### config.mk
export PLATFORM = sky130hd
export DESIGN_NAME = reg_pair_sequencer_flat
export DESIGN_NICKNAME = d
export VERILOG_FILES = /design/src/rtl/reg_pair_sequencer_if.sv /design/src/rtl/reg_pair_sequencer.sv /design/src/flat_wrapper.sv
export SDC_FILE = /design/constraint.sdc
export NUM_CORES = 1
export LEC_CHECK = 0
export CORE_MARGIN = 8
export CORE_UTILIZATION = 55
export DETAILED_ROUTE_END_ITERATION = 7
export DONT_BUFFER_PORTS = 1
export PLACE_DENSITY = 0.79
export SLEW_MARGIN = 5
export SYNTH_ARGS = -nofsm -noshare
export SYNTH_HDL_FRONTEND = slang
export SYNTH_SLANG_ARGS = --single-unit
### constraint.sdc
create_clock -name i_clk -period 8.3 [get_ports i_clk]
set_input_delay 1.66 -clock i_clk [delete_from_list [all_inputs] [get_ports i_clk]]
set_output_delay 1.66 -clock i_clk [all_outputs]
set_load 0.05 [all_outputs]
### src/rtl/reg_pair_sequencer_if.sv
// Command / register-file bundle for reg_pair_sequencer.
// slave: the sequencer. master: the command issuer plus register-file read data.
interface reg_pair_sequencer_if #(
  parameter int DATA_WIDTH    = 8,
  parameter int ADDRESS_WIDTH = 3
);
  logic                       i_start;
  logic [1:0]                 i_op;
  logic [1:0]                 i_pair;
  logic [2*DATA_WIDTH-1:0]    i_imm;
  logic [DATA_WIDTH-1:0]      i_rf_data;
  logic [ADDRESS_WIDTH-1:0]   o_rf_addr;
  logic                       o_rf_rd_en;
  logic                       o_rf_wr_en;
  logic [DATA_WIDTH-1:0]      o_rf_data;
  logic                       o_busy;
  logic                       o_done;
  logic                       o_error;
  logic                       o_carry;
  logic [2*DATA_WIDTH-1:0]    o_result;

  modport slave (
    input  i_start, i_op, i_pair, i_imm, i_rf_data,
    output o_rf_addr, o_rf_rd_en, o_rf_wr_en, o_rf_data,
           o_busy, o_done, o_error, o_carry, o_result
  );

  modport master (
    output i_start, i_op, i_pair, i_imm, i_rf_data,
    input  o_rf_addr, o_rf_rd_en, o_rf_wr_en, o_rf_data,
           o_busy, o_done, o_error, o_carry, o_result
  );
endinterface

### src/rtl/reg_pair_sequencer.sv
// Register-pair sequencer: LOAD / INC / DEC (and optional READ) on the
// BC, DE and HL pairs of an 8-entry register file, one byte per access.
// Optional feature: define GB80_REG_PAIR_READ_EN to enable op 11 (READ);
// without it op 11 is reported as an error.
module reg_pair_sequencer #(
  parameter int DATA_WIDTH    = 8,
  parameter int ADDRESS_WIDTH = 3
) (
  input  logic                 i_clk,
  input  logic                 i_reset,
  reg_pair_sequencer_if.slave  bus
);

  localparam int PW = 2 * DATA_WIDTH;

  typedef enum logic [2:0] {
    IDLE, RD_LO, RD_HI, CAP_HI, WR_LO, WR_HI, DONE
  } state_e;

  typedef enum logic [1:0] {
    OP_LOAD, OP_INC, OP_DEC, OP_READ
  } op_e;

  state_e                   state, state_n;
  op_e                      op_q;
  logic [1:0]               pair_q;
  logic [PW-1:0]            work_q, work_d;
  logic                     carry_q, carry_d;
  logic                     err_q, err_d;
  logic [PW-1:0]            result_q;
  logic                     carry_out_q;
  logic                     error_out_q;
  logic                     start_invalid;
  logic [ADDRESS_WIDTH-1:0] lo_addr, hi_addr;
  logic [PW-1:0]            pair_val;

  // Low register sits at the odd address, high register at the even one.
  assign lo_addr  = ADDRESS_WIDTH'({pair_q, 1'b1});
  assign hi_addr  = ADDRESS_WIDTH'({pair_q, 1'b0});
  assign pair_val = {bus.i_rf_data, work_q[DATA_WIDTH-1:0]};

`ifdef GB80_REG_PAIR_READ_EN
  assign start_invalid = (bus.i_pair == 2'b11);
`else
  assign start_invalid = (bus.i_pair == 2'b11) || (bus.i_op == 2'b11);
`endif

  // Next state, register-file strobes and working-value updates.
  always_comb begin
    state_n        = state;
    work_d         = work_q;
    carry_d        = carry_q;
    err_d          = err_q;
    bus.o_rf_rd_en = 1'b0;
    bus.o_rf_wr_en = 1'b0;
    bus.o_rf_addr  = '0;
    bus.o_rf_data  = '0;
    case (state)
      IDLE: begin
        if (bus.i_start) begin
          work_d  = bus.i_imm;
          carry_d = 1'b0;
          err_d   = start_invalid;
          if (start_invalid)          state_n = DONE;
          else if (bus.i_op == 2'b00) state_n = WR_LO;
          else                        state_n = RD_LO;
        end
      end
      RD_LO: begin
        bus.o_rf_rd_en = 1'b1;
        bus.o_rf_addr  = lo_addr;
        state_n        = RD_HI;
      end
      RD_HI: begin
        bus.o_rf_rd_en             = 1'b1;
        bus.o_rf_addr              = hi_addr;
        work_d[DATA_WIDTH-1:0]     = bus.i_rf_data;
        state_n                    = CAP_HI;
      end
      CAP_HI: begin
        state_n = WR_LO;
        case (op_q)
          OP_INC: begin
            work_d  = pair_val + PW'(1);
            carry_d = &pair_val;
          end
          OP_DEC: begin
            work_d  = pair_val - PW'(1);
            carry_d = ~|pair_val;
          end
`ifdef GB80_REG_PAIR_READ_EN
          OP_READ: begin
            work_d  = pair_val;
            carry_d = 1'b0;
            state_n = DONE;
          end
`endif
          default: begin
            work_d  = pair_val;
            carry_d = 1'b0;
          end
        endcase
      end
      WR_LO: begin
        bus.o_rf_wr_en = 1'b1;
        bus.o_rf_addr  = lo_addr;
        bus.o_rf_data  = work_q[DATA_WIDTH-1:0];
        state_n        = WR_HI;
      end
      WR_HI: begin
        bus.o_rf_wr_en = 1'b1;
        bus.o_rf_addr  = hi_addr;
        bus.o_rf_data  = work_q[PW-1:DATA_WIDTH];
        state_n        = DONE;
      end
      DONE:    state_n = IDLE;
      default: state_n = IDLE;
    endcase
  end

  // State, latched command, working value and held results.
  always_ff @(posedge i_clk) begin
    if (i_reset) begin
      state       <= IDLE;
      op_q        <= OP_LOAD;
      pair_q      <= '0;
      work_q      <= '0;
      carry_q     <= 1'b0;
      err_q       <= 1'b0;
      result_q    <= '0;
      carry_out_q <= 1'b0;
      error_out_q <= 1'b0;
    end else begin
      state   <= state_n;
      work_q  <= work_d;
      carry_q <= carry_d;
      err_q   <= err_d;
      if (state == IDLE && bus.i_start) begin
        op_q   <= op_e'(bus.i_op);
        pair_q <= bus.i_pair;
      end
      // Outputs load from the next-cycle values so they are already valid
      // in the DONE cycle, including the direct IDLE->DONE error path.
      if (state_n == DONE) begin
        result_q    <= err_d ? '0 : work_d;
        carry_out_q <= carry_d;
        error_out_q <= err_d;
      end
    end
  end

  assign bus.o_busy   = (state != IDLE);
  assign bus.o_done   = (state == DONE);
  assign bus.o_result = result_q;
  assign bus.o_carry  = carry_out_q;
  assign bus.o_error  = error_out_q;

endmodule
### src/flat_wrapper.sv
// flat-port wrapper written by rule: the top's interface ports become plain ports
module reg_pair_sequencer_flat 
#(
  parameter int DATA_WIDTH    = 8,
  parameter int ADDRESS_WIDTH = 3
)
  (i_clk, i_reset, bus_i_start, bus_i_op, bus_i_pair, bus_i_imm, bus_i_rf_data, bus_o_rf_addr, bus_o_rf_rd_en, bus_o_rf_wr_en, bus_o_rf_data, bus_o_busy, bus_o_done, bus_o_error, bus_o_carry, bus_o_result);
  reg_pair_sequencer_if #(.DATA_WIDTH(DATA_WIDTH), .ADDRESS_WIDTH(ADDRESS_WIDTH)) bus_i ();
  input  logic i_clk;
  input  logic i_reset;
  input wire logic [$bits(bus_i.i_start)-1:0] bus_i_start;
  input wire logic [$bits(bus_i.i_op)-1:0] bus_i_op;
  input wire logic [$bits(bus_i.i_pair)-1:0] bus_i_pair;
  input wire logic [$bits(bus_i.i_imm)-1:0] bus_i_imm;
  input wire logic [$bits(bus_i.i_rf_data)-1:0] bus_i_rf_data;
  output wire logic [$bits(bus_i.o_rf_addr)-1:0] bus_o_rf_addr;
  output wire logic [$bits(bus_i.o_rf_rd_en)-1:0] bus_o_rf_rd_en;
  output wire logic [$bits(bus_i.o_rf_wr_en)-1:0] bus_o_rf_wr_en;
  output wire logic [$bits(bus_i.o_rf_data)-1:0] bus_o_rf_data;
  output wire logic [$bits(bus_i.o_busy)-1:0] bus_o_busy;
  output wire logic [$bits(bus_i.o_done)-1:0] bus_o_done;
  output wire logic [$bits(bus_i.o_error)-1:0] bus_o_error;
  output wire logic [$bits(bus_i.o_carry)-1:0] bus_o_carry;
  output wire logic [$bits(bus_i.o_result)-1:0] bus_o_result;
  assign bus_i.i_start = bus_i_start;
  assign bus_i.i_op = bus_i_op;
  assign bus_i.i_pair = bus_i_pair;
  assign bus_i.i_imm = bus_i_imm;
  assign bus_i.i_rf_data = bus_i_rf_data;
  assign bus_o_rf_addr = bus_i.o_rf_addr;
  assign bus_o_rf_rd_en = bus_i.o_rf_rd_en;
  assign bus_o_rf_wr_en = bus_i.o_rf_wr_en;
  assign bus_o_rf_data = bus_i.o_rf_data;
  assign bus_o_busy = bus_i.o_busy;
  assign bus_o_done = bus_i.o_done;
  assign bus_o_error = bus_i.o_error;
  assign bus_o_carry = bus_i.o_carry;
  assign bus_o_result = bus_i.o_result;
  reg_pair_sequencer #(.DATA_WIDTH(DATA_WIDTH), .ADDRESS_WIDTH(ADDRESS_WIDTH)) u_core (.i_clk(i_clk), .i_reset(i_reset), .bus(bus_i));
endmodule
==> results of run 1 <==
layout make-up:
type                       count  area [um2]  area share
timing repair buffer           3        22.5     0.00657
tap                           75        93.8      0.0274
clock buffer                   5        68.8      0.0201
clock inverter                 3        43.8      0.0128
inverter                      13        48.8      0.0142
multi-input combinational    351        2290       0.668
sequential                    43         861       0.251
per-layer routing:
| layer | global-route usage | up-vias |
|---|---|---|
| met5 | 0 | - |
| met4 | 0.0727 | 0 |
| li1 | - | 1613 |
| met2 | 0.356 | 201 |
| met1 | 0.297 | 1654 |
| met3 | 0.0600 | 17 |
worst max path at each step:
stage | depth (start not counted) | endpoint | slack (ps) | from
finish | 2 | bus_o_rf_data[7] | 4380 | u_core.state[2]
global route | 2 | bus_o_rf_data[7] | 4210 | u_core.state[2]
CTS | 2 | bus_o_rf_data[7] | 4390 | u_core.state[2]
detailed placement | 2 | bus_o_rf_data[7] | 4720 | u_core.state[2]
global placement | 2 | bus_o_rf_data[7] | 4760 | u_core.state[2]
floorplan | 5 | bus_o_rf_data[0] | 4550 | u_core.state[0]
power by group:
group          leakage, nW  internal, mW  switching, mW
Combinational        0.759         0.100          0.191
Clock               0.0581        0.0897         0.0767
Sequential           0.350         0.229         0.0670
Total                 1.17         0.419          0.335
synthesized netlist by cell type (7+ instances only):
cell / instances / area, um2
nor2_1: 44 / 165
dfxtp_1: 43 / 861
nand2_1: 36 / 135
a21oi_1: 33 / 165
clkbuf_1: 28 / 105
mux2i_1: 16 / 160
o21ai_0: 14 / 70.1
o21ai_1: 13 / 65.1
a22o_1: 12 / 105
nor3_1: 10 / 50.1
a22oi_1: 9 / 67.6
inv_1: 9 / 33.8
nand3_1: 9 / 45.0
xnor2_1: 9 / 78.8
buf_2: 8 / 40.0
a21o_1: 7 / 52.6
flip-flops by register name (all words and copies together), names as in the netlist:
register / flops
u_core.err_q: 1
u_core.bus.o_result: 16
u_core.op_q: 2
u_core.carry_q: 1
u_core.pair_q: 2
u_core.state: 3
u_core.bus.o_error: 1
u_core.work_q: 16
u_core.bus.o_carry: 1
logic make-up after synthesis:
kind of cell    Yosys count  share of synthesized area
compound gates          154                      0.324
xor+xnor                 14                     0.0366
fa+ha+maj                 4                     0.0149
buf+inv                  53                     0.0646
flops                    43                      0.257
mux                      18                     0.0545
simple gates            161                      0.249
metrics by stage:
step / power (mW) / setup slack (ps)
5_1_grt: 0.788 / 4210
3_5_place_dp: 0.583 / 4720
6_report: 0.754 / 4380
4_1_cts: 0.746 / 4390
2_1_floorplan: 0.529 / 4550
3_3_place_gp: 0.576 / 4760
worst reg2reg max path, stage by stage (launching register included):
cell	delay (ps)
dfxtp_1	320
inv_1	100
ha_1	150
buf_4	340
xor2_1	240
ha_1	230
nor3b_1	190
o21ai_1	120
a21oi_1	420
mux2i_1	160
or4_1	510
o211ai_1	100
==> impl_results.md, run 1 <==
* Core area at 0.00592 mm2
* Part of the Yosys area used for sequential elements at 0.257
* Post-route DRC at 0
* Hold_buf cts at 0
* Tmin final at 3920 ps
* Effective utilization at floorplan at 0.566
* Slew HR at 0.352
* WP data required at about 6600 ps
* I/O pin total at 64
* CP max FO at 17
* Most frequent cells in the layout: 44 x nor2_1, 43 x dfxtp_1, 36 x nand2_1
* Max H-tree Level at 2
* Worst r2r dst: u_core.work_q[10]
* Avg Inst Size Synth at 7.50 um2
* Total grt overflow at 0
* First-pass GRT wire length at 16300 um
* R2r setup slk at ~5400 ps
* Reg2Reg Depth at 11
* Min-Delay Startpoint: u_core.pair_q[0]
* TritonCTS clock tree: done
* Die outline height at 94.1 um
* Dominant synthesized flop cell: dfxtp_1
* Pin count of the biggest net entering global routing at 40
* Clock-pin slew on the worst setup and hold paths at 90 ps
* Die width at 94.1 um
* Root Driver: clkbuf_8
* Net count, final at 452
* Total of max-cap violations at 0
* CP cell instances: nand2_1, nor2_1
* FF-to-FF Start: u_core.op_q[0]
* Clock latency on the worst-skew pair at 300 ps
* Placed cell area at 0.00331 mm2
* I/O Buffers at 0
* CP Capture Type: output port
* Cell variety after synth at 72
* Async S/R FF share, synth at 0
* Final TNS setup at 0 ps
* Top sig layer: met4
* Via density at around 7.1
* Final instance area at 0.00343 mm2
* Share of cells above drive strength 1 at 0.0598
* Post-CTS setup buffers at 0
* Number of global-route vias before repair at ~3100
* DR vias at 3485
* Final Hold Vio Count at 0
* Detailed Route WL at roughly 10000 um
* Bufs and invs on worst path at 0
* Actual slew at the worst max-slew pin at 968 ps
* Finished Layout Cells at 493
* Max-slew violation count at 0
* ANT nets after route at 0
* RSZ-0062 raised after global routing: no
* CTS resizes at 0
* Synth Register Bits at 43
* Hold_ws at ~450 ps
* # diodes at 0
* WL/cell at 21.3 um
* EDFF count, synth at 0
* Post-Synthesis Net Count at 482
* Met2 wire length at 4820 um
* Std-Cell Rows at 28
* Final setup vio count at 0
* Router iterations before antenna repair at 5
* Lkg Pwr at ~1.2 nW
* Yosys warning count at 0
* Crit path kind: reg2out
* Slowest stage cell, crit path: nor2_1
* PwrDens at 220 mW/mm2
* Fin crit share at 0.472
* Syn Inst Count at 447
* Hold Crit Class: reg2reg
* DIE AREA at 0.00885 mm2
* Post-DP HPWL at ~7600 um
* Max Root-Sink Buffers at 2
* GRT Overall Usage at 0.228
* CP delay by family, top: simple AND/OR/NAND/NOR gates
* Netlist Area Pre-Place at 0.00335 mm2
* Run status: finished, final reports clean
* # fillers at around 540
* Max Fclk at approximately 0.26 GHz
* Total CTS buffers at 5
* CP Data Arrival Time at 2260 ps
* Maximum vdd ir drop at 0.176 mV
* CP max stage delay at about 830 ps
* Post-layout util at 0.579
* Worst Skew at 9.23 ps
* Hold worst-path end: u_core.pair_q[0]
* M1 wire length at about 4300 um
* Syn-to-layout area delta at 2.24%
* WL met3 at 1130 um
* Routability Congestion at 0.922
* Hold depth at 2
* Drt first-iter violations at 348
* CTS Sinks at 43
* Most common cell after layout, fill and taps aside: nor2_1
* Placed cells at 485
* Initial antenna violation count at 0
* Startpoint types: register
Power figures use the tool's default switching activity.
==> run 2: changes to the inputs <==
==> constraint.sdc (replaced) <==
create_clock -name i_clk -period 3.7 [get_ports i_clk]
set_input_delay 0.74 -clock i_clk [delete_from_list [all_inputs] [get_ports i_clk]]
set_output_delay 0.74 -clock i_clk [all_outputs]
set_load 0.05 [all_outputs]
==> run 2 against run 1 <==
Register-to-register slack worse by 4500 ps; combinational power is 140% higher; largest power group is now combinational logic; critical path type is now reg2reg; first-iteration DRC count is 8.9% higher; clock skew is 0.62 ps lower; sequential cell count stayed put; non-clock buffer count is 12 higher; worst hold slack better by 8.8 ps; sequential power is 120% higher; highest routed layer unchanged; core utilization is 1.2 points higher; critical endpoint is now u_core.work_q[11]; global-route usage is 1.8 points higher.
==> impl_results.md, run 2 (synthesized netlist as in run 1, its figures left out) <==
* Run status: finished, final reports clean
* Max-slew violation count at 0
* DIE AREA at 0.00885 mm2
* Via density at 6.97
* Router iterations before antenna repair at 5
* Startpoint types: register
* Hold_ws at 464 ps
* Post-route DRC at 0
* Total CTS buffers at 5
* PwrDens at approximately 480 mW/mm2
* RSZ-0062 raised after global routing: no
* Effective utilization at floorplan at 0.566
* Hold Crit Class: reg2reg
* Fin crit share at 0.766
* CTS resizes at 0
* Max Fclk at about 0.35 GHz
* Number of global-route vias before repair at between 3000 and 4000
* Detailed Route WL at 11000 um
* Max Root-Sink Buffers at 2
* CP Capture Type: register
* I/O Buffers at 0
* Actual slew at the worst max-slew pin at 978 ps
* I/O pin total at 64
* WP data required at a little under 4000 ps
* Final TNS setup at 0 ps
* CP Data Arrival Time at 3090 ps
* GRT Overall Usage at 0.246
* CP max stage delay at 530 ps
* Crit path kind: reg2reg
* Post-CTS setup buffers at 0
* Slowest stage cell, crit path: ha_1
* Hold_buf cts at 0
* Tmin final at 2830 ps
* CP cell instances: inv_1, ha_1, buf_4, a21oi_1, o211a_1, o41a_1, a2111oi_1, a311o_1
* Final setup vio count at 0
* Net count, final at 464
* TritonCTS clock tree: done
* Most common cell after layout, fill and taps aside: nor2_1
* Share of cells above drive strength 1 at 0.0860
* Initial antenna violation count at 0
* Die width at 94.1 um
* Core area at ~0.006 mm2
* Die outline height at 94.1 um
* CP max FO at 24
* Root Driver: clkbuf_8
* Overall power at around 1.7 mW
* Most frequent cells in the layout: 44 x nor2_1, 43 x dfxtp_1, 36 x nand2_1
* Clock latency on the worst-skew pair at 300 ps
* Final instance area at 0.00350 mm2
* Placed cell area at 0.00340 mm2
* # fillers at 548
* Worst Skew at 8.61 ps
* Pin count of the biggest net entering global routing at 33
* CTS Sinks at 43
* Clock-pin slew on the worst setup and hold paths at 100 ps
* Std-Cell Rows at 28
* Total of max-cap violations at 0
* Maximum vdd ir drop at between 0.3 and 0.4 mV
* Max H-tree Level at 2
* Total grt overflow at 0
* Routability Congestion at slightly below 1
* Final Hold Vio Count at 0
* Lkg Pwr at 1.21 nW
* Slew HR at 0.343
* Syn-to-layout area delta at 4.41%
* Post-layout util at 0.591
* DR vias at 3526
* WL/cell at about 22 um
* ANT nets after route at 0
* First-pass GRT wire length at 17400 um
* Drt first-iter violations at 379
* Post-DP HPWL at 7950 um
-- run 2: changes by cell type in the layout (fill, tap and decap cells not counted), sizes merged --
| cell | previous run | this run |
|---|---|---|
| clkinvlp | 0 | 2 |
| buf | 3 | 15 |
| clkinv | 2 | 0 |
| inv | 13 | 14 |
| diode | 0 | 1 |
| bufinv | 1 | 0 |
-- run 2: layer usage --
metal | GRT usage | part of all wire | vias up
met5 | 0 | 0 | -
met4 | 0.106 | 0.030 | 0
met3 | 0.0568 | 0.094 | 33
met2 | 0.380 | 0.46 | 203
met1 | 0.318 | 0.42 | 1656
li1 | - | - | 1634
-- run 2: cell type report --
class,count,area (um2),share of cell area
Antenna cell,1,2.50,0.000715
Clock buffer,5,68.8,0.0197
Clock inverter,3,23.8,0.00680
Inverter,13,48.8,0.0139
Multi-Input combinational cell,351,2290,0.654
Sequential cell,43,861,0.246
Tap cell,75,93.8,0.0268
Timing Repair Buffer,15,113,0.0322
-- run 2: per-stage QoR --
stage | std cells | setup slack, ps
finish | 506 | 866
global placement | 497 | 1030
floorplan | 447 | 866
detailed placement | 497 | 963
CTS | 505 | 936
global route | 505 | 641
-- run 2: final timing paths --
kind               startpoint  slack, ps  cells past startpoint                 to
max            u_core.op_q[0]        870                      8  u_core.work_q[11]
min reg2reg  u_core.pair_q[0]        460                      2   u_core.pair_q[0]
min          u_core.pair_q[0]        460                      2   u_core.pair_q[0]
max reg2reg    u_core.op_q[0]        870                      8  u_core.work_q[11]
-- run 2: critical path: cells and delay by family, from the launching register on --
| kind | cells | cell delay [ps] |
|---|---|---|
| flops | 1 | 330 |
| compound gates | 5 | 1470 |
| fa+ha+maj | 1 | 530 |
| buf+inv | 2 | 460 |
-- run 2: report_power, final --
| group | internal, mW | switching (mW) |
|---|---|---|
| Combinational | 0.246 | 0.439 |
| Clock | 0.135 | 0.184 |
| Sequential | 0.514 | 0.146 |
| Total | 0.895 | 0.769 |
==> RTL edit, RTL diff (config.mk and constraints of run 1) <==
Reset style: asynchronous (`i_reset`), changed in one clocked block.
--- a/src/rtl/reg_pair_sequencer.sv
+++ b/src/rtl/reg_pair_sequencer.sv
@@ -121,3 +121,3 @@
   // State, latched command, working value and held results.
-  always_ff @(posedge i_clk) begin
+  always_ff @(posedge i_clk or posedge i_reset) begin
     if (i_reset) begin
Function: differs if i_reset is asserted again (counterexample within 4 cycles, from zero or initial values and one cycle with i_reset high); with i_reset held inactive, the same outputs for 10 cycles.
==> RTL edit against run 1 <==
The flow now finishes with violations (design-rule violations); highest routed layer unchanged; global-route usage is 0.92 points higher; routed wire length is 2.3% higher; synthesized area is 3.9% higher; worst setup slack worse by 0.68 ns; sequential cell count stayed put; cell area is 3.3% higher.
Power is not compared: it rests on default switching activity, and its combinational part moved more than twofold at a synthesized area within 25%.
==> RTL edit: results (changes against run 1) <==
- Area contributors post-synth: dfrtp_1 (31%), nor2_1 (4.6%), nand2_1 (4.5%)
- DP Wirelength: 7758 microns (+1.6%)
- Drt via density: 7.286 (+3.1%)
- Post-synthesis cell count: 430 (-3.8%)
- Most common library cells after synthesis: dfrtp_1 (43), nor2_1 (43), nand2_1 (42)
- WL met1: 4078 microns (-5.8%)
- Worst R2R End: u_core.bus.o_result[4]$_DFFE_PP0N_
- Met3 WL: 1368 microns (+21%)
- Clock Power: between 0.0001 and 0.00015 W
- Initial DRC Count: 639 (+84%)
- CP peak stage delay: 0.87 ns (+0.04 ns)
- WL met2: 4838 microns (+0.44%)
- Violated checks: design-rule violations
- Crit path DAT: 2.94 ns (+0.68 ns)
- Crit-path slowest cell: dfrtp_1
- Layout cells sized above 1: 6.219% (+0.24 points)
- Grt met3 use: 5.906% (-0.090 points)
- WHS Endpoint: u_core.pair_q[0]$_DFFE_PP0P_
- Met1 GRT Util: 30.82% (+1.1 points)
- Critical path startpoint: u_core.state[0]$_DFF_PP0_
- RD Place Congestion: 0.9924 (+7.7%)
- Post-place setup slack: 4.029 ns (-0.6930 ns)
- Met2 Track Usage GR: 37.54% (+1.9 points)
- First-pass GRT wire length: 17070 microns (+4.9%)
- Clock skew: 0.01170 ns (+0.002463 ns)
- Layout net count: 436 (-3.5%)
- Post-synth ARST share: 100.0% (+100 points)
- Top_reg_cell synth: dfrtp_1
- R2R Setup Slk: 4.91 ns (-0.44 ns)
- CTS root buf: clkbuf_8
- Fill cells: 572 (+5.3%)
- DRC viols: 35 (+35)
- Dpl cells: 471 (-2.9%)
- Setup crit end: bus_o_rf_addr[2]
- Hold WS: 0.4780 ns (+0.02319 ns)
- Yosys cell types: 75 (+4.2%)
- Achievable frequency: 0.2174 GHz (-15%)
- Status: finished, violations left
- Hold_sp: u_core.pair_q[0]$_DFFE_PP0P_
- Worst-path maximum fanout: 20 (+3)
- WL final: 10730 microns (+2.3%)
- Final cell count without fillers: 479 (-2.8%)
- Worst-Margin Slew: 0.9592 ns (-0.008873 ns)
- Reg2reg start: u_core.op_q[0]$_DFFE_PP0P_
- Vias in the first global route: 3313 (+5.5%)
- Largest net degree at the start of global routing: 55 (+38%)
- Tot GR Track Use: 23.72% (+0.92 points)
- Area after DPL: 0.003446 sq mm (+4.0%)
[RTL edit: changes by cell type after synthesis, sizes merged, moves of 5 or more]
cell	delta
dfrtp	+43
a21oi	-12
a222oi	+5
a22oi	-6
or4	-6
and3	+5
nand3b	+5
nand2	+6
dfxtp	-43
[RTL edit: cell type report]
cell class | instances | area (sq um) | share of cell area [%]
multi-input combinational | 336 | 2202 | 62.23
sequential | 43 | 1076 | 30.41
tap | 77 | 96.34 | 2.723
clock buffer | 5 | 68.82 | 1.945
inverter | 11 | 41.29 | 1.167
timing repair buffer | 4 | 30.03 | 0.8487
clock inverter | 3 | 23.77 | 0.6719
[RTL edit: kinds of logic after synthesis]
group	Yosys count	share of synthesized area, %
compound gates	136	29.32
buf+inv	51	6.001
simple gates	173	26.05
fa+ha+maj	4	1.437
flops	43	30.90
xor+xnor	10	2.515
mux	13	3.773
